File: config.mk
export PLATFORM = sky130hd
export DESIGN_NAME = c_tile_reader_stream
export DESIGN_NICKNAME = d
export VERILOG_FILES = /design/src/rtl/c_tile_pkg.sv /design/src/rtl/c_tile_rd_fifo2.sv /design/src/rtl/c_tile_reader_stream.sv
export SDC_FILE = /design/constraint.sdc
export NUM_CORES = 1
export LEC_CHECK = 0
export ABC_AREA = 0
export BUFFER_PORTS_ARGS = -buffer_cell sky130_fd_sc_hd__buf_2
export CAP_MARGIN = 15
export CORE_MARGIN = 2
export CORE_UTILIZATION = 40
export DETAILED_ROUTE_END_ITERATION = 6
export GPL_ROUTABILITY_DRIVEN = 1
export GPL_TIMING_DRIVEN = 0
export PLACE_DENSITY = 0.69
export SLEW_MARGIN = 5
export SYNTH_ARGS = -nofsm -noshare
export SYNTH_HDL_FRONTEND = slang
export SYNTH_SLANG_ARGS = --single-unit
File: constraint.sdc
create_clock -name clk -period 5.1 [get_ports clk]
set_clock_uncertainty 0.05 [all_clocks]
set_input_delay 1.02 -clock clk [delete_from_list [all_inputs] [get_ports clk]]
set_output_delay 1.02 -clock clk [all_outputs]
set_load 0.01 [all_outputs]
File: src/rtl/c_tile_pkg.sv
// Shared C-tile definitions: default tile geometry, reader FSM states and the element record
// carried from the C SRAM read port to the output stream.
package c_tile_pkg;

   localparam int unsigned C_M      = 8;
   localparam int unsigned C_N      = 8;
   localparam int unsigned C_DATA_W = 32;
   localparam int unsigned C_ROW_W  = (C_M <= 1) ? 1 : $clog2(C_M);
   localparam int unsigned C_COL_W  = (C_N <= 1) ? 1 : $clog2(C_N);

   typedef enum logic [1:0] {
      IDLE,
      RUN,
      DRAIN,
      DONE
   } rd_state_e;

   typedef struct packed {
      logic [C_DATA_W-1:0] data;
      logic [C_ROW_W-1:0]  row;
      logic [C_COL_W-1:0]  col;
      logic                last;
   } c_elem_t;

endpackage

File: src/rtl/c_tile_rd_fifo2.sv
// Two-entry synchronous FIFO holding returned C elements; clear empties it and wins over push.
module c_tile_rd_fifo2
   import c_tile_pkg::*;
#(
   parameter type elem_t = c_elem_t
) (
   input  logic       clk_i,
   input  logic       rst_i,
   input  logic       push_i,
   input  elem_t      push_elem_i,
   input  logic       pop_i,
   input  logic       clear_i,
   output logic [1:0] count_o,
   output elem_t      head_o
);

   elem_t      mem_q [2];
   logic       wr_ptr_q;
   logic       rd_ptr_q;
   logic [1:0] count_q;
   logic       do_push;
   logic       do_pop;

   always_comb begin
      do_push = push_i && (count_q != 2'd2 || pop_i);
      do_pop  = pop_i && (count_q != 2'd0);
   end

   always_ff @(posedge clk_i) begin
      if (rst_i) begin
         mem_q[0] <= '0;
         mem_q[1] <= '0;
         wr_ptr_q <= 1'b0;
         rd_ptr_q <= 1'b0;
         count_q  <= '0;
      end else if (clear_i) begin
         wr_ptr_q <= 1'b0;
         rd_ptr_q <= 1'b0;
         count_q  <= '0;
      end else begin
         if (do_push) begin
            mem_q[wr_ptr_q] <= push_elem_i;
            wr_ptr_q        <= ~wr_ptr_q;
         end
         if (do_pop) begin
            rd_ptr_q <= ~rd_ptr_q;
         end
         case ({do_push, do_pop})
            2'b10:   count_q <= count_q + 2'd1;
            2'b01:   count_q <= count_q - 2'd1;
            default: count_q <= count_q;
         endcase
      end
   end

   assign count_o = count_q;
   assign head_o  = mem_q[rd_ptr_q];

endmodule

File: src/rtl/c_tile_reader_stream.sv
// Drains a finished MxN C tile from the C SRAM in row-major order onto a valid/ready stream,
// absorbing the 1-cycle SRAM read latency and downstream backpressure.
module c_tile_reader_stream
   import c_tile_pkg::*;
#(
   parameter int unsigned M      = C_M,
   parameter int unsigned N      = C_N,
   parameter int unsigned DATA_W = C_DATA_W,
   parameter int unsigned ROW_W  = (M <= 1) ? 1 : $clog2(M),
   parameter int unsigned COL_W  = (N <= 1) ? 1 : $clog2(N)
) (
   input  logic              clk,
   input  logic              rst,
   input  logic              start,
   input  logic              abort,
   output logic              c_re,
   output logic [ROW_W-1:0]  c_rrow,
   output logic [COL_W-1:0]  c_rcol,
   input  logic [DATA_W-1:0] c_rdata,
   output logic              out_valid,
   input  logic              out_ready,
   output logic [DATA_W-1:0] out_data,
   output logic [ROW_W-1:0]  out_row,
   output logic [COL_W-1:0]  out_col,
   output logic              out_last,
   output logic              busy,
   output logic              done
);

   typedef struct packed {
      logic [DATA_W-1:0] data;
      logic [ROW_W-1:0]  row;
      logic [COL_W-1:0]  col;
      logic              last;
   } elem_t;

   rd_state_e        state_q, state_d;
   logic [ROW_W-1:0] row_q, row_d;
   logic [COL_W-1:0] col_q, col_d;
   logic             inflight_q;
   logic [ROW_W-1:0] ifl_row_q;
   logic [COL_W-1:0] ifl_col_q;
   logic             ifl_last_q;

   logic [1:0]       fifo_count;
   elem_t            head;
   elem_t            push_elem;
   logic             pop;
   logic             at_last;
   logic [2:0]       credit_used;

   always_comb begin
      at_last   = (row_q == ROW_W'(M - 1)) && (col_q == COL_W'(N - 1));
      out_valid = (fifo_count != 2'd0);
      pop       = out_valid && out_ready;
      // A head leaving this cycle frees its slot before the next return arrives,
      // which is what keeps one element per cycle flowing with only two entries.
      credit_used = {1'b0, fifo_count} + {2'b00, inflight_q} - {2'b00, pop};

      state_d = state_q;
      row_d   = row_q;
      col_d   = col_q;
      c_re    = 1'b0;

      case (state_q)
         IDLE: begin
            if (start) begin
               state_d = RUN;
               row_d   = '0;
               col_d   = '0;
            end
         end
         RUN: begin
            if (credit_used < 3'd2) begin
               c_re = 1'b1;
               if (at_last) begin
                  state_d = DRAIN;
               end else if (col_q == COL_W'(N - 1)) begin
                  col_d = '0;
                  row_d = row_q + ROW_W'(1);
               end else begin
                  col_d = col_q + COL_W'(1);
               end
            end
         end
         DRAIN: begin
            if (pop && head.last) begin
               state_d = DONE;
            end
         end
         DONE:    state_d = IDLE;
         default: state_d = IDLE;
      endcase

      if (abort) begin
         state_d = IDLE;
         row_d   = row_q;
         col_d   = col_q;
         c_re    = 1'b0;
      end
   end

   always_ff @(posedge clk) begin
      if (rst) begin
         state_q    <= IDLE;
         row_q      <= '0;
         col_q      <= '0;
         inflight_q <= 1'b0;
         ifl_row_q  <= '0;
         ifl_col_q  <= '0;
         ifl_last_q <= 1'b0;
      end else begin
         state_q    <= state_d;
         row_q      <= row_d;
         col_q      <= col_d;
         inflight_q <= c_re;
         if (c_re) begin
            ifl_row_q  <= row_q;
            ifl_col_q  <= col_q;
            ifl_last_q <= at_last;
         end
      end
   end

   always_comb begin
      push_elem.data = c_rdata;
      push_elem.row  = ifl_row_q;
      push_elem.col  = ifl_col_q;
      push_elem.last = ifl_last_q;
   end

   c_tile_rd_fifo2 #(
      .elem_t (elem_t)
   ) u_fifo (
      .clk_i       (clk),
      .rst_i       (rst),
      .push_i      (inflight_q),
      .push_elem_i (push_elem),
      .pop_i       (pop),
      .clear_i     (abort),
      .count_o     (fifo_count),
      .head_o      (head)
   );

   assign c_rrow   = row_q;
   assign c_rcol   = col_q;
   assign out_data = head.data;
   assign out_row  = head.row;
   assign out_col  = head.col;
   assign out_last = head.last;
   assign busy     = (state_q == RUN) || (state_q == DRAIN);
   assign done     = (state_q == DONE);

endmodule
== Word level (Yosys, flattened, before mapping) ==
Memories as Yosys holds them, arrays and structs flattened. A register that Yosys moved wholly into a read port is not among the register bits.
Cells that the tools add are included.
Operators by class
  add/subtract/negate cells: 6
  order comparisons: 1
  equality and inequality tests: 14
  multiplexer cells: 29
  bitwise logic cells: 3
  reductions and logical operators: 16
Operator list (number)
  $mux W39: 1
  $reduce_or A39 Y1: 1
  $mux W3: 7
  $ne A2 B2 Y1 const B: 7
  $mux W1: 13
  $pmux W3 S2: 2
  $mux W2: 4
  $pmux W2 S4: 1
  $add A3 B1 Y3 const B: 2
  $eq A2 B2 Y1 const B: 3
  $eq A3 B3 Y1 const B: 2
  $reduce_and A6 Y1: 1
  $reduce_bool A2 Y1: 3
  $logic_and A1 B1 Y1: 5
  $reduce_and A5 Y1: 1
  $eq A2 B1 Y1 const B: 2
  $pmux W2 S2: 1
  $reduce_and A4 Y1: 1
  $add A2 B1 Y3: 1
  $lt A3 B2 Y1 const B: 1
  $not A1 Y1: 3
  $sub A3 B1 Y3: 1
  $add A2 B1 Y2 const B: 1
  $logic_not A2 Y1: 1
  3 further kinds: 4
Storage, ports and cells
  bits in registers: 20
  RAM bits: 78
  input port bits: 37
  output and inout port bits: 49
  word-level logic and storage cells: 80
  memories kept: 1
Memories
  u_fifo.mem_q: words 2, width 39, rd ports 1, clocked after Yosys merged registers in 1, write ports 2, line c_tile_rd_fifo2.sv:17  | elem_t mem_q [2];

== Depth between registers and ports, before layout ==
Gate-level depths: netlist of run 1.
  word-level depth: 10
  gate-level depth with buffers: 10
  depth with buffers taken out: 9

== By module ==
A second synthesis of run 1 with hierarchy kept.
Second synthesis, totals
  cell total of the unflattened synthesis: 323
  area, all modules: 4491.8 µm²
Modules (own cells, without submodules)
  c_tile_rd_fifo2: instances 1, cells an instance 233, area an instance 3588.4 µm², seq. area each 2442.3 µm²
  c_tile_reader_stream: instances 1, cells an instance 90, area an instance 903.4 µm², seq. area each 320.3 µm²

== Worst setup path after synthesis of run 1 ==
Ideal clock, no wire load.
  kind: input-to-output
  start point: input port out_ready
  end point: output port c_re
  data arrival time: 2.756 ns
  data required time: 4.030 ns
  slack: 1.274 ns
  stages: 8
  path buffers: 1
  cells stage by stage: o21ai_0 inv_1 ha_1 nand2b_1 fa_1 xnor2_2 and4_2 buf_2
Between the ends
  cells in the longest elaborated chain, start to end: 6
Ends and longest elaborated chain
  start: declaration: line c_tile_reader_stream.sv:21  | input logic out_ready,
  $logic_and A1 B1 Y1: line c_tile_reader_stream.sv:55  | pop = out_valid && out_ready;
  $sub A3 B1 Y3: line c_tile_reader_stream.sv:58  | credit_used = {1'b0, fifo_count} + {2'b00, inflight_q} - {2'b00, pop};
  $lt A3 B2 Y1: line c_tile_reader_stream.sv:74  | if (credit_used < 3'd2) begin
  $mux W1: line c_tile_reader_stream.sv:74
  $mux W1: line c_tile_reader_stream.sv:65  | case (state_q)
  $mux W1: line c_tile_reader_stream.sv:95  | if (abort) begin
  end: declaration: line c_tile_reader_stream.sv:16  | output logic c_re,
No other way between the ends.

== Worst setup path in the final report of run 1 ==
Ends and elaborated chain as after synthesis.

==> impl_metrics.env, run 1 <==
export IMPL_nets=478
export IMPL_synth_nets=380
export IMPL_grt_pass1_wl_um=13400
export IMPL_worst_slew_pin_transition_ns=0.641
export IMPL_syn_to_final_growth_pct=19.8
export IMPL_endpoint_kind="primary output"
export IMPL_hold_viol=0
export IMPL_syn_instance_count=332
export IMPL_start_util_pct=41.3
export IMPL_drt_pre_antenna_iters=4
export IMPL_max_freq_mhz=231
export IMPL_place_gp_congestion=0.799
export IMPL_ff2ff_setup_slack_ns=2.08
export IMPL_grt_max_degree=22
export IMPL_crit_required_ns=4.03
export IMPL_critPathKind="in2out"
export IMPL_most_common_layout_cells="90 x buf_2, 78 x and2_1, 78 x edfxtp_1"
export IMPL_dpl_cell_area_um2=5150
export IMPL_postSynthAreaPerCell_um2=13.5
export IMPL_clock_latency_ns=0.36
export IMPL_final_cells=575
export IMPL_first_iter_violations=62
export IMPL_core_area_um2=10900
export IMPL_num_rows=38
export IMPL_die_area_um2=12100
export IMPL_routedWlPerCell_um=14.8
export IMPL_fin_ws_ns=0.764
export IMPL_path_clk_slew_ns=0.09
export IMPL_total_power_mw=1.56
export IMPL_irDropWorstVdd_uv=148
export IMPL_synth_simple_area_share_pct=15.6
export IMPL_io_pins=86
export IMPL_grt_pass1_vias=2891
export IMPL_muxShareOfSynthArea_pct=11.1
export IMPL_hold_buffers=0
export IMPL_p_leak_nw=2.19
export IMPL_finalSetupTns_ns=0
export IMPL_min_period_over_period_pct=85.0
export IMPL_cpMaxStageDelayCell="fa_1"
export IMPL_synth_fa_ha_area_share_pct=3.23
export IMPL_io_buffers=85
export IMPL_drt_wl_total_um=8530
export IMPL_die_h_um=110
export IMPL_place_inst=559
export IMPL_timing_critical_path_buf_inv=4
export IMPL_antenna_cells=0
export IMPL_via_per_inst=4.90
export IMPL_root_buffer="clkbuf_8"
export IMPL_finish_utilization_pct=49.4
export IMPL_netlist_area_um2=4490
export IMPL_hold_path_depth=2
export IMPL_slew_viol_final=0
export IMPL_synth_compound_area_share_pct=4.90
export IMPL_cts_setup_buffers=0
export IMPL_cts_sinks=99
export IMPL_gr_total_overflow=0
export IMPL_die_x_um=110
export IMPL_final_common_cell="buf_2"
export IMPL_yosysWarnings=0
export IMPL_yosysUniqueCellTypes=45
export IMPL_r2r_start="u_fifo.count_o[0]$_SDFFE_PP0P_"
export IMPL_min_from="ifl_last_q$_SDFFE_PP0P_"
export IMPL_slew_headroom_pct=57.3
export IMPL_path_delay_family="buffers and inverters"
export IMPL_ant_nets=0
export IMPL_cp_common_cell="buf_2"
export IMPL_drive_above_1_share_pct=36.3
export IMPL_hold_ws_ns=0.443
export IMPL_design_area_um2=5380
export IMPL_setup_viol=0
export IMPL_numCtsBuffers=9
export IMPL_critPathLaunchType="input pin"
export IMPL_drc=0
export IMPL_yosys_area_share_xor_xnor_pct=1.14
export IMPL_cts_tree="built"
export IMPL_power_density_nw_per_um2=290
export IMPL_min_to="ifl_last_q$_SDFFE_PP0P_"
export IMPL_grt_setup_unrepaired="false"
export IMPL_cts_resized=0
export IMPL_cts_buffer_depth=2
export IMPL_cts_htree_levels=3
export IMPL_vias=2818
export IMPL_period_needed_ns=4.34
export IMPL_crit_arrival_ns=3.27
export IMPL_place_hpwl_um=5990
export IMPL_dp_slack_ns=0.766
export IMPL_synth_seq_cells=99
export IMPL_hold_path_class="reg2reg"
export IMPL_status="finished clean"
export IMPL_cpPeakStageDelay_ns=0.41
export IMPL_synth_top_family_by_area="simple AND/OR/NAND/NOR gates"
export IMPL_antenna_found_initial=0
export IMPL_r2r_end="ifl_col_q[1]$_SDFFE_PP0P_"
export IMPL_grt_usage_pct=14.8
export IMPL_max_cap_violations=0
export IMPL_synth_seq_area_share_pct=61.5
export IMPL_reg2reg_depth=10
export IMPL_crit_fanout=10
export IMPL_critical_path_cell_chain="buf_2, o21ai_0, inv_1, ha_1, nand2b_1, fa_1, xnor2_2, and4_2, buf_2, buf_2"
## flip-flops by register name, summed over array words and instances (netlist names), 2 cells and up, named ones only
register        count
c_rcol              3
c_rrow              3
ifl_col_q           3
ifl_row_q           3
state_q             2
u_fifo.count_o      2
u_fifo.mem_q       78
## cells in the mapped netlist
library cell,n,area (µm²)
and2_1,78,488
edfxtp_1,78,2340
mux2_2,38,428
dfxtp_1,21,420
nor2_1,12,45.0
ha_1,10,125
clkbuf_1,9,33.8
inv_1,9,33.8
o21ai_0,8,40.0
a21oi_1,7,35.0
mux2i_1,7,70.1
buf_2,5,25.0
nor2b_1,5,31.3
nand2_1,4,15.0
nand4_1,3,18.8
buf_1,2,7.51
nand2b_1,2,12.5
nor3_1,2,10.0
o41ai_1,2,17.5
or2_1,2,12.5
or4_1,2,15.0
xnor2_1,2,17.5
xor2_1,2,17.5
a21boi_0,1,7.51
a21o_2,1,8.76
a2bb2oi_1,1,8.76
a311oi_1,1,8.76
a31o_2,1,8.76
a31oi_1,1,6.26
and4_2,1,10.0
clkinvlp_4,1,7.51
dlygate4sd1_1,1,8.76
fa_1,1,20.0
nand2b_4,1,13.8
nand3_1,1,5.00
o2111a_1,1,11.3
o2111ai_4,1,26.3
o21ai_1,1,5.00
o21bai_1,1,7.51
o31ai_1,1,7.51
o31ai_4,1,21.3
or2_0,1,6.26
or2b_2,1,8.76
or3_2,1,7.51
xnor2_2,1,16.3
## final cells by class
| cell class | count | area [µm²] |
|---|---|---|
| fill | 978 | 5500 |
| sequential | 99 | 2760 |
| multi-input combinational | 206 | 1610 |
| timing repair buffer | 87 | 480 |
| tap | 140 | 175 |
| clock buffer | 11 | 174 |
| buffer | 17 | 75.1 |
| clock inverter | 5 | 61.3 |
| inverter | 10 | 41.3 |
## worst max path at each step
stage | slack, ns | to | from | depth (start not counted)
after CTS | 0.75 | c_re | out_ready | 10
after global routing | 0.57 | c_re | out_ready | 10
after global placement | 0.67 | u_fifo.mem_q[0][19]$_SDFFCE_PN0P_ | abort | 6
after floorplan | 1.27 | c_re | out_ready | 8
after detailed placement | 0.77 | c_re | out_ready | 10
final | 0.76 | c_re | out_ready | 10
## kinds of logic after synthesis
group | Yosys count
AND/OR/NAND/NOR | 116
flip-flops | 99
buffers and inverters | 27
XOR/XNOR | 5
multiplexers | 45
AO/OA/AOI/OAI | 29
adder cells (fa/ha/maj) | 11
## worst register-to-register path, stage by stage, from the launching register on
cell,delay (ns)
dfxtp_1,0.39
o21ai_0,0.44
inv_1,0.13
ha_1,0.28
nand2b_1,0.15
fa_1,0.41
xnor2_2,0.26
and4_2,0.25
buf_2,0.27
mux2i_1,0.24
nor2_1,0.05
## routing by layer
| metal | global-route usage [%] | share of wire [%] | routed length [µm] | vias to the layer above |
|---|---|---|---|---|
| met4 | 6.69 | 0.88 | 75 | 0 |
| met1 | 17.3 | 43 | 3690 | 1383 |
| met2 | 26.1 | 52 | 4450 | 58 |
| li1 | - | - | - | 1367 |
| met3 | 2.76 | 3.8 | 327 | 10 |
| met5 | 0 | 0 | 0 | - |
## report_power, final
group	internal (mW)	leakage [nW]	switching, mW
clock network	0.290	0.117	0.274
logic	0.0449	1.10	0.0577
registers	0.890	0.977	0.00703
total	1.23	2.19	0.338
Note: power is estimated with default switching activity, not from simulation.
==> run 2: changes to the inputs <==
--- a/config.mk
+++ b/config.mk
@@ -6,14 +6,13 @@
 export NUM_CORES = 1
 export LEC_CHECK = 0
 export ABC_AREA = 0
-export BUFFER_PORTS_ARGS = -buffer_cell sky130_fd_sc_hd__buf_2
-export CAP_MARGIN = 15
 export CORE_MARGIN = 2
 export CORE_UTILIZATION = 40
 export DETAILED_ROUTE_END_ITERATION = 6
+export DONT_BUFFER_PORTS = 1
 export GPL_ROUTABILITY_DRIVEN = 1
 export GPL_TIMING_DRIVEN = 0
-export PLACE_DENSITY = 0.69
+export PLACE_DENSITY = 0.62
 export SLEW_MARGIN = 5
 export SYNTH_ARGS = -nofsm -noshare
 export SYNTH_HDL_FRONTEND = slang
==> run 2 against run 1 <==
Final cell count shrank 15%; die area is the same; sequential share of layout area grew 5.0 points.
==> impl_metrics.env, run 2 (synthesis gave the netlist of run 1 again) <==
export IMPL_place_hpwl_um=5800
export IMPL_cts_resized=0
export IMPL_antenna_found_initial=0
export IMPL_cts_tree="built"
export IMPL_period_needed_ns=4.01
export IMPL_min_to="ifl_last_q$_SDFFE_PP0P_"
export IMPL_grt_max_degree=29
export IMPL_min_from="ifl_last_q$_SDFFE_PP0P_"
export IMPL_hold_viol=0
export IMPL_numCtsBuffers=9
export IMPL_max_cap_violations=0
export IMPL_place_gp_congestion=0.738
export IMPL_drive_above_1_share_pct=20.9
export IMPL_finish_utilization_pct=45.0
export IMPL_slew_headroom_pct=56.7
export IMPL_drc=0
export IMPL_power_density_nw_per_um2=297
export IMPL_most_common_layout_cells="78 x and2_1, 78 x edfxtp_1, 38 x mux2_2"
export IMPL_status="finished clean"
export IMPL_hold_path_depth=2
export IMPL_max_freq_mhz=249
export IMPL_r2r_start="u_fifo.count_o[1]$_SDFFE_PP0P_"
export IMPL_largest_reg_flops=78
export IMPL_final_cells=490
export IMPL_p_leak_nw=1.79
export IMPL_r2r_end="ifl_col_q[1]$_SDFFE_PP0P_"
export IMPL_drt_pre_antenna_iters=4
export IMPL_crit_required_ns=4.03
export IMPL_grt_usage_pct=14.2
export IMPL_die_h_um=110
export IMPL_slew_viol_final=0
export IMPL_total_power_mw=1.45
export IMPL_first_iter_violations=118
export IMPL_critPathLaunchType="input pin"
export IMPL_gr_total_overflow=0
export IMPL_grt_setup_unrepaired="false"
export IMPL_grt_pass1_vias=2547
export IMPL_die_area_um2=12100
export IMPL_crit_arrival_ns=2.94
export IMPL_ff2ff_setup_slack_ns=2.11
export IMPL_critPathKind="in2out"
export IMPL_routedWlPerCell_um=16.7
export IMPL_place_inst=474
export IMPL_reg2reg_depth=10
export IMPL_endpoint_kind="primary output"
export IMPL_hold_buffers=0
export IMPL_path_clk_slew_ns=0.10
export IMPL_irDropWorstVdd_uv=104
export IMPL_clock_latency_ns=0.36
export IMPL_setup_viol=0
export IMPL_cts_setup_buffers=0
export IMPL_die_x_um=110
export IMPL_io_buffers=0
export IMPL_finalSetupTns_ns=0
export IMPL_hold_path_class="reg2reg"
export IMPL_antenna_cells=0
export IMPL_syn_to_final_growth_pct=9.13
export IMPL_start_util_pct=41.3
export IMPL_nets=393
export IMPL_root_buffer="clkbuf_8"
export IMPL_ff_latch_area_um2=2760
export IMPL_cts_htree_levels=3
export IMPL_vias=2442
export IMPL_via_per_inst=4.98
export IMPL_min_period_over_period_pct=78.7
export IMPL_ant_nets=0
export IMPL_num_rows=38
export IMPL_regMostFlops="u_fifo.mem_q"
export IMPL_core_area_um2=10900
export IMPL_multi_input_area_um2=1610
export IMPL_io_pins=86
export IMPL_num_fill_cells=1027
export IMPL_cts_sinks=99
export IMPL_drt_wl_total_um=8180
export IMPL_dp_slack_ns=1.08
export IMPL_grt_pass1_wl_um=12800
export IMPL_fin_ws_ns=1.09
export IMPL_cts_buffer_depth=2
export IMPL_worst_slew_pin_transition_ns=0.650
export IMPL_crit_fanout=10
-- run 2: cell count changes in the layout (fill, tap and decap cells not counted), moves of 2 or more --
cell | previous run | this run
inv_6 | 2 | 0
buf_12 | 0 | 2
buf_16 | 2 | 0
clkinv_4 | 0 | 3
buf_2 | 90 | 5
-- run 2: area by class of cell --
class                   count  share of cell area (%)
multi-input cells         206                    32.9
plain buffers              17                    1.53
clock buffers              10                    3.04
inverters                  10                   0.842
flip-flops and latches     99                    56.3
clock inverters             6                   0.944
well taps                 140                    3.57
repair buffers              2                   0.817
-- run 2: power breakdown --
part / internal [mW] / total, mW / leakage, nW / switching [mW]
sequential: 0.890 / 0.897 / 0.977 / 0.00701
clock: 0.210 / 0.483 / 0.0985 / 0.273
combinational: 0.0258 / 0.0744 / 0.720 / 0.0485
-- run 2: metal layers --
layer	GRT usage (%)	vias to the layer above	routed length [µm]
met5	0	-	0
met4	6.78	0	144
met3	4.00	11	667
met2	24.5	64	4140
met1	16.4	1169	3230
li1	-	1198	-
-- run 2: worst max path at each step --
stage | start | endpoint | slack (ns) | cells past startpoint
6_report | out_ready | c_re | 1.09 | 8
5_1_grt | u_fifo.count_o[1]$_SDFFE_PP0P_ | c_re | 0.87 | 8
4_1_cts | u_fifo.count_o[1]$_SDFFE_PP0P_ | c_re | 1.06 | 8
3_5_place_dp | out_ready | c_re | 1.08 | 8
3_3_place_gp | abort | u_fifo.mem_q[1][23]$_SDFFCE_PN0P_ | 0.72 | 5
2_1_floorplan | out_ready | c_re | 1.27 | 8
-- run 2: metrics by stage --
step	area (µm²)	hold WS (ns)
2_1_floorplan	4490	0.404
3_3_place_gp	4670	0.427
3_5_place_dp	4710	0.431
4_1_cts	4900	0.446
5_1_grt	4900	0.483
6_report	4900	0.439
-- run 2: critical path, cell delays in order --
cell	delay, ns
o21ai_0	0.15
inv_1	0.12
ha_1	0.28
nand2b_1	0.15
fa_1	0.40
xnor2_2	0.27
and4_2	0.25
buf_2	0.29
==> run 3: changes to the inputs <==
--- a/config.mk
+++ b/config.mk
@@ -5,7 +5,7 @@
 export SDC_FILE = /design/constraint.sdc
 export NUM_CORES = 1
 export LEC_CHECK = 0
-export ABC_AREA = 0
+export ABC_AREA = 1
 export CORE_MARGIN = 2
 export CORE_UTILIZATION = 40
 export DETAILED_ROUTE_END_ITERATION = 6
==> constraint.sdc (replaced) <==
create_clock -name clk -period 3.8 [get_ports clk]
set_clock_uncertainty 0.05 [all_clocks]
set_input_delay 0.76 -clock clk [delete_from_list [all_inputs] [get_ports clk]]
set_output_delay 0.76 -clock clk [all_outputs]
set_load 0.01 [all_outputs]
==> run 3 against run 2 <==
Power is 52% higher; flip-flop and latch count stayed put; synthesized cell count is 54% higher; setup slack worse by 0.64 ns; design area is 4.2% higher; final cell count is 37% higher; combinational power is 130% higher; wire length is 11% higher; non-clock buffer count is 3 higher.
==> impl_metrics.env, run 3 <==
export IMPL_status="finished clean"
export IMPL_place_inst=657
export IMPL_clock_latency_ns=0.34
export IMPL_cpMaxStageDelayCell="fa_1"
export IMPL_synth_area_leaders="edfxtp_1 51%, nand2_1 14%, dfxtp_1 9.1%"
export IMPL_switching_power_mw=0.508
export IMPL_via_per_inst=4.63
export IMPL_drc=0
export IMPL_die_area_um2=12500
export IMPL_regMostFlops="u_fifo.mem_q"
export IMPL_max_cap_violations=0
export IMPL_path_clk_slew_ns=0.06
export IMPL_critPathKind="reg2out"
export IMPL_drt_wl_total_um=9090
export IMPL_min_from="u_fifo.rd_ptr_q$_SDFFE_PP0P_"
export IMPL_grt_max_degree=32
export IMPL_antenna_found_initial=0
export IMPL_hold_buffers=0
export IMPL_yosys_area_share_xor_xnor_pct=0
export IMPL_vias=3116
export IMPL_hold_viol=0
export IMPL_place_gp_congestion=0.800
export IMPL_cts_htree_levels=3
export IMPL_p_leak_nw=2.39
export IMPL_num_rows=39
export IMPL_routedWlPerCell_um=13.5
export IMPL_synth_seq_cells=99
export IMPL_largest_reg_flops=78
export IMPL_muxShareOfSynthArea_pct=0
export IMPL_path_delay_family="adder cells"
export IMPL_max_freq_mhz=298
export IMPL_grt_usage_pct=15.4
export IMPL_postSynthAreaPerCell_um2=9.04
export IMPL_irDropWorstVdd_uv=185
export IMPL_numCtsBuffers=9
export IMPL_grt_pass1_vias=3120
export IMPL_drive_above_1_share_pct=9.43
export IMPL_die_x_um=112
export IMPL_intPower_mw=1.70
export IMPL_setup_viol=0
export IMPL_p_clk_share_pct=36.5
export IMPL_yosysUniqueCellTypes=25
export IMPL_drt_pre_antenna_iters=4
export IMPL_place_hpwl_um=6480
export IMPL_syn_to_final_growth_pct=10.4
export IMPL_yosysWarnings=0
export IMPL_cts_buffer_depth=2
export IMPL_crit_required_ns=2.99
export IMPL_cpPeakStageDelay_ns=0.52
export IMPL_synth_top_cell_area_share_pct=50.6
export IMPL_synth_most_common_cell="nand2_1"
export IMPL_num_fill_cells=1111
export IMPL_synth_fa_ha_area_share_pct=3.13
export IMPL_synth_compound_area_share_pct=1.16
export IMPL_final_common_cell="nand2_1"
export IMPL_syn_instance_count=512
export IMPL_synth_edff_count=78
export IMPL_start_util_pct=40.7
export IMPL_period_needed_ns=3.36
export IMPL_final_cells=673
export IMPL_critPathLaunchType="register"
export IMPL_synth_nets=560
export IMPL_cts_tree="built"
export IMPL_crit_arrival_ns=2.55
export IMPL_netlist_area_um2=4630
export IMPL_cp_common_cell="inv_1"
export IMPL_hold_path_class="reg2reg"
export IMPL_first_iter_violations=127
export IMPL_switching_share_pct=23.0
export IMPL_most_common_layout_cells="165 x nand2_1, 105 x nor2_1, 78 x edfxtp_1"
export IMPL_ant_nets=0
export IMPL_hold_ws_ns=0.410
export IMPL_synth_area_leader_cell="edfxtp_1"
export IMPL_grt_pass1_wl_um=15100
export IMPL_io_pins=86
export IMPL_synth_ff_type="edfxtp_1"
export IMPL_die_h_um=112
export IMPL_finalSetupTns_ns=0
export IMPL_power_density_nw_per_um2=433
export IMPL_nets=573
export IMPL_fin_ws_ns=0.442
export IMPL_gr_total_overflow=0
export IMPL_pwr_share_comb_pct=7.8
export IMPL_min_period_over_period_pct=88.4
export IMPL_root_buffer="clkbuf_16"
export IMPL_synth_seq_area_share_pct=59.7
export IMPL_cts_sinks=99
export IMPL_dp_slack_ns=0.521
export IMPL_synth_simple_area_share_pct=26.5
export IMPL_multi_input_area_um2=1430
export IMPL_io_buffers=0
export IMPL_crit_fanout=10
export IMPL_slew_headroom_pct=65.8
export IMPL_critical_path_cell_chain="nor2_1, nor2_2, ha_1, inv_1, nand2_1, fa_1, nand3_4, nor2_4, nand2_4, buf_6, inv_1"
export IMPL_grt_setup_unrepaired="false"
export IMPL_async_reset_ff_share_pct=0
export IMPL_cts_resized=0
export IMPL_timing_critical_path_buf_inv=3
export IMPL_endpoint_kind="primary output"
export IMPL_synth_top_family_by_area="simple AND/OR/NAND/NOR gates"
export IMPL_cts_setup_buffers=0
export IMPL_synth_common_cells="167 x nand2_1, 105 x nor2_1, 78 x edfxtp_1"
export IMPL_slew_viol_final=0
export IMPL_finish_utilization_pct=45.0
export IMPL_p_seq_share_pct=55.8
export IMPL_r2r_start="u_fifo.count_o[1]$_SDFFE_PP0P_"
export IMPL_total_power_mw=2.21
export IMPL_antenna_cells=0
export IMPL_core_area_um2=11400
export IMPL_critPathLaunch="u_fifo.count_o[1]$_SDFFE_PP0P_"
export IMPL_worst_slew_pin_transition_ns=0.514
export IMPL_dpl_cell_area_um2=4850
export IMPL_ff_latch_area_um2=2760
export IMPL_design_area_um2=5110
## run 3: changes by cell type after synthesis, moves of 7 or more
cell and delta:
buf_6 +11, and2_1 -78, nand2_1 +163, nor2_1 +93
clkbuf_1 -8, mux2_2 -38, inv_1 +60, mux2i_1 -7
## run 3: worst reg2reg max path: stages (launching register included)
cell	delay, ns
dfxtp_1	0.46
nor2_1	0.10
nor2_2	0.21
ha_1	0.27
inv_1	0.05
nand2_1	0.05
fa_1	0.52
nand3_4	0.10
nor2_4	0.11
nand2_4	0.09
buf_6	0.15
a21oi_1	0.13
nor2_1	0.05
## run 3: path summary, 6_finish.rpt
kind	to	slack, ns	depth (start not counted)
hold reg to reg	u_fifo.rd_ptr_q$_SDFFE_PP0P_	0.41	1
setup reg to reg	ifl_last_q$_SDFFE_PP0P_	1.34	12
hold / removal	u_fifo.rd_ptr_q$_SDFFE_PP0P_	0.41	1
setup / recovery	c_re	0.44	11
## run 3: power groups by stage
stage	sequential, mW	clock, mW	combinational (mW)
2_1_floorplan	1.25	0	0.136
3_3_place_gp	1.26	0	0.164
3_5_place_dp	1.26	0	0.174
4_1_cts	1.23	0.832	0.175
5_1_grt	1.24	0.869	0.199
6_report	1.23	0.807	0.172
## run 3: per-layer routing
| metal | vias to the layer above | track usage [%] | routed length, µm |
|---|---|---|---|
| li1 | 1606 | - | - |
| met1 | 1433 | 19.0 | 3980 |
| met2 | 71 | 25.9 | 4490 |
| met3 | 6 | 4.30 | 533 |
| met4 | 0 | 5.68 | 89 |
| met5 | - | 0 | 0 |
## run 3: cell type report
| cell class | instances | area share (%) |
|---|---|---|
| Sequential cell | 99 | 54.1 |
| Multi-Input combinational cell | 319 | 28.0 |
| Inverter | 74 | 5.43 |
| Clock buffer | 13 | 4.70 |
| Tap cell | 143 | 3.50 |
| Buffer | 20 | 3.18 |
| Timing Repair Buffer | 2 | 0.783 |
| Clock inverter | 3 | 0.318 |
## run 3: logic make-up after synthesis
group,count (synthesis)
AOI/OAI and AO/OA,10
DFF,99
and+or+nand+nor,298
adders and majority gates,11
buffers and inverters,94
